File: config.mk
export PLATFORM = sky130hd
export DESIGN_NAME = mips_multicycle_ctrl
export DESIGN_NICKNAME = d
export VERILOG_FILES = /design/src/rtl/mips_ctrl_pkg.sv /design/src/rtl/mips_multicycle_ctrl_alu_dec.sv /design/src/rtl/mips_multicycle_ctrl.sv
export SDC_FILE = /design/constraint.sdc
export NUM_CORES = 1
export LEC_CHECK = 0
export BUFFER_PORTS_ARGS = -buffer_cell sky130_fd_sc_hd__buf_4
export CORE_UTILIZATION = 35
export DETAILED_ROUTE_END_ITERATION = 12
export GPL_TIMING_DRIVEN = 0
export HOLD_SLACK_MARGIN = 0.1
export PLACE_DENSITY_LB_ADDON = 0.1
export SETUP_SLACK_MARGIN = 0.1
export SLEW_MARGIN = 20
export SYNTH_ARGS = -nofsm -noshare
export SYNTH_HDL_FRONTEND = slang
export SYNTH_HIERARCHICAL = 1
export SYNTH_SLANG_ARGS = --single-unit
File: constraint.sdc
create_clock -name clk_i -period 1.4 [get_ports clk_i]
set_input_delay 0.14 -clock clk_i [delete_from_list [all_inputs] [get_ports clk_i]]
set_output_delay 0.14 -clock clk_i [all_outputs]
set_load 0.03 [all_outputs]
File: src/rtl/mips_ctrl_pkg.sv
// Shared encodings for the multi-cycle MIPS control sequencer:
// states, opcode/funct values and datapath mux selector codes.
package mips_ctrl_pkg;

   typedef enum logic [3:0] {
      S_FETCH    = 4'd0,
      S_DECODE   = 4'd1,
      S_MEM_ADDR = 4'd2,
      S_MEM_RD   = 4'd3,
      S_MEM_WB   = 4'd4,
      S_MEM_WR   = 4'd5,
      S_R_EXEC   = 4'd6,
      S_R_WB     = 4'd7,
      S_I_EXEC   = 4'd8,
      S_I_WB     = 4'd9,
      S_BRANCH   = 4'd10,
      S_JUMP     = 4'd11,
      S_TRAP     = 4'd15
   } state_t;

   localparam logic [5:0] OP_RTYPE = 6'b000000;
   localparam logic [5:0] OP_ADDI  = 6'b001000;
   localparam logic [5:0] OP_LW    = 6'b100011;
   localparam logic [5:0] OP_SW    = 6'b101011;
   localparam logic [5:0] OP_BEQ   = 6'b000100;
   localparam logic [5:0] OP_J     = 6'b000010;

   localparam logic [5:0] FN_ADD = 6'b100000;
   localparam logic [5:0] FN_SUB = 6'b100010;
   localparam logic [5:0] FN_AND = 6'b100100;
   localparam logic [5:0] FN_OR  = 6'b100101;
   localparam logic [5:0] FN_SLT = 6'b101010;

   localparam logic [3:0] ALU_ADD = 4'b0010;
   localparam logic [3:0] ALU_SUB = 4'b0110;
   localparam logic [3:0] ALU_AND = 4'b0000;
   localparam logic [3:0] ALU_OR  = 4'b0001;
   localparam logic [3:0] ALU_SLT = 4'b0111;

   localparam logic [1:0] SRCB_REG     = 2'b00;
   localparam logic [1:0] SRCB_FOUR    = 2'b01;
   localparam logic [1:0] SRCB_IMM     = 2'b10;
   localparam logic [1:0] SRCB_IMM_SH2 = 2'b11;

   localparam logic [1:0] PCSRC_ALU    = 2'b00;
   localparam logic [1:0] PCSRC_ALUOUT = 2'b01;
   localparam logic [1:0] PCSRC_JUMP   = 2'b10;

   // States that own the memory bus and are covered by the wait watchdog.
   function automatic logic is_mem_state(state_t s);
      return (s == S_FETCH) || (s == S_MEM_RD) || (s == S_MEM_WR);
   endfunction

endpackage

File: src/rtl/mips_multicycle_ctrl_alu_dec.sv
// R-type FUNCT decoder: ALU operation plus a legality flag.
module mips_alu_dec
   import mips_ctrl_pkg::*;
(
   input  logic [5:0] funct_i,
   output logic [3:0] alu_op_o,
   output logic       valid_o
);

   always_comb begin
      alu_op_o = ALU_ADD;
      valid_o  = 1'b1;
      case (funct_i)
         FN_ADD:  alu_op_o = ALU_ADD;
         FN_SUB:  alu_op_o = ALU_SUB;
         FN_AND:  alu_op_o = ALU_AND;
         FN_OR:   alu_op_o = ALU_OR;
         FN_SLT:  alu_op_o = ALU_SLT;
         default: begin
            alu_op_o = ALU_ADD;
            valid_o  = 1'b0;
         end
      endcase
   end

endmodule

File: src/rtl/mips_multicycle_ctrl.sv
// Multi-cycle MIPS control sequencer with a memory-ready watchdog.
// Outputs are a Moore decode of the state register, gated by reset.
module mips_multicycle_ctrl
   import mips_ctrl_pkg::*;
#(
   parameter int unsigned WAIT_MAX = 15
)
(
   input  logic       clk_i,
   input  logic       rst_i,
   input  logic [5:0] opcode_i,
   input  logic [5:0] funct_i,
   input  logic       zero_i,
   input  logic       mem_ready_i,
   output logic       pc_write_o,
   output logic       ir_write_o,
   output logic       i_or_d_o,
   output logic       mem_read_o,
   output logic       mem_write_o,
   output logic       reg_dst_o,
   output logic       reg_write_o,
   output logic       mem2reg_o,
   output logic       alu_src_a_o,
   output logic [1:0] alu_src_b_o,
   output logic [3:0] alu_op_o,
   output logic [1:0] pc_src_o,
   output logic       instr_done_o,
   output logic [3:0] state_o,
   output logic       illegal_o,
   output logic       bus_err_o
);

   // The trap fires on the low cycle that would bring the count up to WAIT_MAX.
   localparam logic [7:0] WAIT_LAST = 8'(WAIT_MAX - 1);

   state_t     state_q, state_d;
   logic [7:0] wait_q, wait_d;
   logic       illegal_q, illegal_d;
   logic       bus_err_q, bus_err_d;
   logic [3:0] dec_alu_op;
   logic       dec_valid;

   mips_alu_dec u_alu_dec (
      .funct_i  (funct_i),
      .alu_op_o (dec_alu_op),
      .valid_o  (dec_valid)
   );

   always_comb begin
      state_d   = state_q;
      illegal_d = illegal_q;
      bus_err_d = bus_err_q;
      case (state_q)
         S_FETCH:    if (mem_ready_i) state_d = S_DECODE; else state_d = S_FETCH;
         S_DECODE: begin
            case (opcode_i)
               OP_LW, OP_SW: state_d = S_MEM_ADDR;
               OP_ADDI:      state_d = S_I_EXEC;
               OP_BEQ:       state_d = S_BRANCH;
               OP_J:         state_d = S_JUMP;
               OP_RTYPE: begin
                  if (dec_valid) begin
                     state_d = S_R_EXEC;
                  end else begin
                     state_d   = S_TRAP;
                     illegal_d = 1'b1;
                  end
               end
               default: begin
                  state_d   = S_TRAP;
                  illegal_d = 1'b1;
               end
            endcase
         end
         S_MEM_ADDR: if (opcode_i == OP_SW) state_d = S_MEM_WR; else state_d = S_MEM_RD;
         S_MEM_RD:   if (mem_ready_i) state_d = S_MEM_WB; else state_d = S_MEM_RD;
         S_MEM_WR:   if (mem_ready_i) state_d = S_FETCH; else state_d = S_MEM_WR;
         S_R_EXEC:   state_d = S_R_WB;
         S_I_EXEC:   state_d = S_I_WB;
         S_MEM_WB, S_R_WB, S_I_WB, S_BRANCH, S_JUMP: state_d = S_FETCH;
         S_TRAP:     state_d = S_TRAP;
         default:    state_d = S_TRAP;
      endcase

      // Memory states leave only on ready, so entry always sees a cleared count.
      if (is_mem_state(state_q)) begin
         if (mem_ready_i) begin
            wait_d = 8'd0;
         end else if (wait_q >= WAIT_LAST) begin
            wait_d    = wait_q + 8'd1;
            state_d   = S_TRAP;
            bus_err_d = 1'b1;
         end else begin
            wait_d = wait_q + 8'd1;
         end
      end else begin
         wait_d = 8'd0;
      end
   end

   always_ff @(posedge clk_i) begin
      if (rst_i) begin
         state_q   <= S_FETCH;
         wait_q    <= 8'd0;
         illegal_q <= 1'b0;
         bus_err_q <= 1'b0;
      end else begin
         state_q   <= state_d;
         wait_q    <= wait_d;
         illegal_q <= illegal_d;
         bus_err_q <= bus_err_d;
      end
   end

   always_comb begin
      pc_write_o   = 1'b0;
      ir_write_o   = 1'b0;
      i_or_d_o     = 1'b0;
      mem_read_o   = 1'b0;
      mem_write_o  = 1'b0;
      reg_dst_o    = 1'b0;
      reg_write_o  = 1'b0;
      mem2reg_o    = 1'b0;
      alu_src_a_o  = 1'b0;
      alu_src_b_o  = SRCB_REG;
      alu_op_o     = 4'b0000;
      pc_src_o     = PCSRC_ALU;
      instr_done_o = 1'b0;
      case (state_q)
         S_FETCH: begin
            mem_read_o  = 1'b1;
            alu_src_b_o = SRCB_FOUR;
            alu_op_o    = ALU_ADD;
            ir_write_o  = mem_ready_i;
            pc_write_o  = mem_ready_i;
         end
         S_DECODE: begin
            alu_src_b_o = SRCB_IMM_SH2;
            alu_op_o    = ALU_ADD;
         end
         S_MEM_ADDR, S_I_EXEC: begin
            alu_src_a_o = 1'b1;
            alu_src_b_o = SRCB_IMM;
            alu_op_o    = ALU_ADD;
         end
         S_MEM_RD: begin
            i_or_d_o   = 1'b1;
            mem_read_o = 1'b1;
         end
         S_MEM_WB: begin
            reg_write_o  = 1'b1;
            instr_done_o = 1'b1;
         end
         S_MEM_WR: begin
            i_or_d_o     = 1'b1;
            mem_write_o  = 1'b1;
            instr_done_o = mem_ready_i;
         end
         S_R_EXEC: begin
            alu_src_a_o = 1'b1;
            alu_op_o    = dec_alu_op;
         end
         S_R_WB: begin
            reg_write_o  = 1'b1;
            reg_dst_o    = 1'b1;
            mem2reg_o    = 1'b1;
            instr_done_o = 1'b1;
         end
         S_I_WB: begin
            reg_write_o  = 1'b1;
            mem2reg_o    = 1'b1;
            instr_done_o = 1'b1;
         end
         S_BRANCH: begin
            alu_src_a_o  = 1'b1;
            alu_op_o     = ALU_SUB;
            pc_src_o     = PCSRC_ALUOUT;
            pc_write_o   = zero_i;
            instr_done_o = 1'b1;
         end
         S_JUMP: begin
            pc_src_o     = PCSRC_JUMP;
            pc_write_o   = 1'b1;
            instr_done_o = 1'b1;
         end
         default: begin
            pc_write_o = 1'b0;
         end
      endcase

      // Reset aborts the instruction in flight, including a same-cycle ready.
      if (rst_i) begin
         pc_write_o   = 1'b0;
         ir_write_o   = 1'b0;
         mem_read_o   = 1'b0;
         mem_write_o  = 1'b0;
         reg_write_o  = 1'b0;
         instr_done_o = 1'b0;
      end else begin
         instr_done_o = instr_done_o;
      end
   end

   assign state_o   = state_q;
   assign illegal_o = illegal_q;
   assign bus_err_o = bus_err_q;

endmodule
Yosys cells after proc, flatten, opt, wreduce, memory -nomap -nowiden

Index checks and enable logic that the tools add are counted.
Widths: inputs -> output; s select.

Register bits: 14
Bits in latches: 0
RAM bits: 0
ROM bits: 0
Bits of input ports: 16
Output and inout port bits: 24
Logic and storage cells: 82
Memories: 0

Add/sub/neg operators: 1
$mul: 0
Div/mod/pow operators: 0
$lt $le $gt $ge: 1
Equal/unequal tests: 22
Shifts and indexed selects: 0
Multiplexer cells: 33
Bitwise operators: 3
Reductions and logical operators: 18

Operator list:

| kind                | count |
|---|---|
| $eq 6x6->1 const B  | 7 |
| $pmux 4 s8          | 1 |
| $pmux 4 s5          | 1 |
| $mux 1              | 17 |
| $eq 4x3->1 const B  | 4 |
| $eq 4x4->1 const B  | 4 |
| $mux 4              | 4 |
| $reduce_or 5->1     | 3 |
| $pmux 3 s4          | 1 |
| $pmux 4 s3          | 1 |
| $reduce_or 2->1     | 5 |
| $mux 3              | 3 |
| $add 8x1->8 const B | 1 |
| $eq 4x2->1 const B  | 2 |
| $ge 8x4->1 const B  | 1 |
| $reduce_or 4->1     | 2 |
| $eq 6x2->1 const B  | 1 |
| $eq 6x3->1 const B  | 1 |
| $eq 6x4->1 const B  | 1 |
| $logic_not 6->1     | 1 |
| $pmux 2 s3          | 1 |
| $reduce_and 3->1    | 2 |
| $reduce_or 3->1     | 2 |
| $eq 4x1->1 const B  | 1 |
| other kinds (7)     | 11 |

Logic depth before layout (Yosys ltp)

Depth in word-level cells: 9
Mapped depth: 6
Depth with buffers taken out: 6

Modules after synthesis

Netlist, hierarchy kept.

Modules (own cells, without submodules):

| module               | times used | cells each | area each (um^2) | sequential area each (um^2) |
|---|---|---|---|---|
| mips_multicycle_ctrl | 1          | 151        | 1109.8           | 280.3 |
| mips_alu_dec         | 1          | 11         | 86.3             | 0.0 |

Least setup slack after synthesis

OpenSTA, ideal clock, no wires.

Kind: register to output
Start point: reg state_q[3] (netlist: state_o[3])
End point: out pc_write_o
Arrival time: 1969 ps
Data required time: 1260 ps
Setup slack: -709 ps
Cell stages (with the launch flop): 6
Buffers on the path: 2
Cell sequence: dfxtp_1 buf_6 or2_1 buf_2 nor3_1 or2_2

Cells in the longest elaborated chain, start to end: 3
Elaborated cells between the ends (all ways): 5
Classes of those cells: eq/ne (2); mux (2); reduce/logical (1)

RTL lines:

| what                                          | RTL line                    | RTL |
|---|---|---|
| from (decl)                                   | mips_multicycle_ctrl.sv:36  | `state_t state_q, state_d;` |
| from (signal assigned)                        | mips_multicycle_ctrl.sv:108 | `state_q <= state_d;` |
| $eq 4x4->1 or $logic_not 4->1 (tied branches) | mips_multicycle_ctrl.sv:129 | `case (state_q)` |
| $pmux 1 s3 *                                  | mips_multicycle_ctrl.sv:129 |  |
| $mux 1 *                                      | mips_multicycle_ctrl.sv:192 | `if (rst_i) begin` |
| to (decl)                                     | mips_multicycle_ctrl.sv:15  | `output logic pc_write_o,` |

Every way passes the cells marked *; elsewhere a longest branch is shown, timed or not.

Final worst setup path

Start point: reg state_q[1] (netlist: state_o[1])
End point: out pc_write_o

Same word-level chain as after synthesis.

==> run_results.csv <==
group,metric,value,unit
timing,skew,0.00534,ns
placement,port_buffers,34,
clock_tree,root_buffer,"clkbuf_4",
synthesis,synth.avg_cell_area,7.38,um2
detailed_routing,top_layer,"met4",
pwr,peakVddDrop,1.03,mV
timing,worstMarginPinSlew,0.725,ns
detailed_routing,wl_met2,2.27,mm
grt,antenna_found_initial,0,
floorplanning,die_w,60.5,um
detailed_routing,finalWirelength,4.35,mm
detailed_routing,drt-vias-per-instance,5.42,
setup_path,path_class,"reg -> out",
synthesis,yosysUniqueCellTypes,50,
detailed_routing,drt-initial-drc-count,57,
final_layout,final_common_cell,"buf_4",
timing,min_period,1.72,ns
placement,gp_congestion,0.776,
final_layout,final_cells,272,
timing,rsz0062_at_grt,"yes",
timing,setup_tns,-5.10,ns
grt,grt_max_degree,11,
final_layout,post-route-cell-area,0.00226,mm2
detailed_routing,num_vias,1475,
clock_tree,htree_levels,1,
floorplanning,core-area,0.00315,mm2
final_layout,final_cell_mix,"buf_4, buf_6, nor2_1",
timing,setup_viol,31,
timing,hold_viol_final,0,
setup_path,cpPeakStageDelay,0.35,ns
setup_path,crit_family,"simple AND/OR/NAND/NOR gates",
placement,dpl_cell_area,0.00169,mm2
floorplanning,num_rows,20,
setup_path,cp.arrival,1.58,ns
clock_tree,tritoncts,"done",
final_layout,nets,247,
pwr,p_leak,0.888,nW
final_layout,antennaDiodeCount,0,
detailed_routing,wire_per_inst,16.0,um
detailed_routing,wl_met1,1.78,mm
final_layout,fillers,236,
min_path,min_path_type,"in -> reg",
clock_tree,cts_buffers,3,
placement,placed_cells,240,
run_status,status,"finished, violations left",
clock_tree,max-clock-path-buffers,2,
run_status,violations,"setup timing",
grt,grt_usage,21.0,%
timing,fin_crit_sh,123,%
setup_path,startpoint_type,"flip-flop",
timing,slew_violations,0,
floorplanning,die-area,0.00366,mm2
timing,hold_ws,0.167,ns
synthesis,yosysWarnings,6,
setup_path,crit_slowest_cell,"dfxtp_4",
synthesis,synth-main-ff-cell,"dfxtp_1",
setup_path,reg2reg_from,"state_o[0]$_SDFF_PP0_",
pwr,pwr_density_cell,2270,mW/mm2
synthesis,seq_area_frac_synth,23.4,%
synthesis,async_flop_share,0,%
timing,fin_ws,-0.320,ns
setup_path,cp_data_required_time,1.26,ns
clock_tree,hold_buffers,0,
min_path,hp-start,"opcode_i[4]",
final_layout,area_growth,89.1,%
synthesis,synth_edf_count,0,
setup_path,crit_start,"state_o[1]$_SDFF_PP0_",
synthesis,syn_area,0.00120,mm2
grt,grt_pass1_vias,1298,
job,drv_cap,0,
floorplanning,start_util,37.9,%
synthesis,ys_ff_latch,14,
grt,overflow,0,
synthesis,syn-instance-count,162,
timing,max_freq,0.581,GHz
detailed_routing,ant_nets,0,
clock_tree,clock-sinks,14,
clock_tree,clock_latency,0.28,ns
setup_path,critPathMaxFanout,8,
floorplanning,io_pins,40,
setup_path,crit_chain,"buf_8 -> nor2_4 -> nand2_1 -> nor3_4 -> or2_4 -> buf_6",
clock_tree,path_clk_slew,0.08,ns
setup_path,cp-end-kind,"primary output",
synthesis,synth_nets,180,
placement,hpwl,2.49,mm
floorplanning,dieHeight,60.5,um
detailed_routing,drtPass1Iterations,4,
setup_path,cp_num_buf_inv,2,
detailed_routing,drc,0,
timing,slew_headroom,51.6,%
grt,grt_pass1_wl,5.88,mm
detailed_routing,dr_wl_met3,196,um
final_layout,layout-drive-gt1-share,55.7,%
cell usage after synthesis, types with 2 or more instances:
cell type   n  area, um2
nor2_1     24       90.1
dfxtp_1    14        280
a21oi_1     9       45.0
nand2_1     8       30.0
nand2b_1    7       43.8
nor3_1      7       35.0
nand3_1     6       30.0
xor2_1      6       52.6
and3_1      5       31.3
buf_2       5       25.0
clkbuf_1    4       15.0
nor2b_1     4       25.0
o21ai_0     4       20.0
xnor2_1     4       35.0
a211oi_1    3       22.5
buf_4       3       22.5
inv_1       3       11.3
nor4b_1     3       26.3
a22oi_1     2       15.0
a31oi_1     2       12.5
buf_6       2       22.5
ha_1        2       25.0
nor3b_1     2       15.0
nor4_1      2       12.5
o211ai_1    2       15.0
o22ai_1     2       12.5
or2_2       2       12.5
or3_1       2       12.5
or4bb_1     2       22.5
repair_timing:
item / in CTS / in global routing
endpoints found under the setup margin: 31 / 31
gates cloned: 0 / 1
resized for setup: 53 / 19
setup buffers: 16 / 11
pin swaps: 16 / 14
path summary, 6_finish.rpt:
check | cells after the start | slack [ns] | endpoint
setup / recovery | 6 | -0.32 | pc_write_o
hold / removal | 3 | 0.17 | illegal_o$_SDFFE_PP0P_
setup reg to reg | 6 | -0.16 | state_o[1]$_SDFF_PP0_
hold reg to reg | 1 | 0.47 | wait_q[0]$_SDFF_PP0_
power breakdown:
part	leakage (nW)	switching [mW]	total, mW	internal, mW
Clock	0.0150	0.127	0.237	0.111
Sequential	0.117	0.0761	0.591	0.515
Combinational	0.756	2.20	4.31	2.11
stage by stage:
stage | power [mW] | setup WS [ns] | util [%]
2_1_floorplan | 2.53 | -0.177 | -
3_3_place_gp | 3.17 | -0.270 | 53.6
3_5_place_dp | 3.21 | -0.275 | 53.6
4_1_cts | 4.41 | -0.251 | 65.8
5_1_grt | 5.36 | -0.389 | 71.7
6_report | 5.14 | -0.320 | 71.7
routing by layer:
layer | vias up | GRT usage [%]
met5 | - | 0
met4 | 0 | 0.974
li1 | 712 | -
met2 | 54 | 37.5
met1 | 697 | 27.3
met3 | 12 | 4.48
registers in the layout (all words and copies together) (netlist names):
name	flops
bus_err_o	1
illegal_o	1
state_o	4
wait_q	8
layout make-up:
class	count	area [um2]	share of cell area (%)
buffer	15	178	7.85
clock buffer	4	26.3	1.16
inverter	3	15.0	0.664
multi-input combinational	130	1110	49.1
sequential	14	295	13.1
tap	44	55.1	2.43
timing repair buffer	62	583	25.8
worst min-delay path, cell delays in order:
cell and delay [ns]:
buf_4 0.11, nor3_1 0.06, o22ai_2 0.09
cells by family (layout without fill, tap and decap cells):
family                   count (synthesis)  count (layout)  share of synthesized area [%]
AO/OA/AOI/OAI                           34              34                           18.8
XOR/XNOR                                10              10                           7.32
adder cells (fa/ha/maj)                  3               3                           3.03
buffers and inverters                   18              84                           8.37
flip-flops                              14              14                           23.4
multiplexers                             2               2                           1.78
other                                    1               1                          0.314
AND/OR/NAND/NOR                         80              80                           36.9
(Power assumes the default switching activity.)
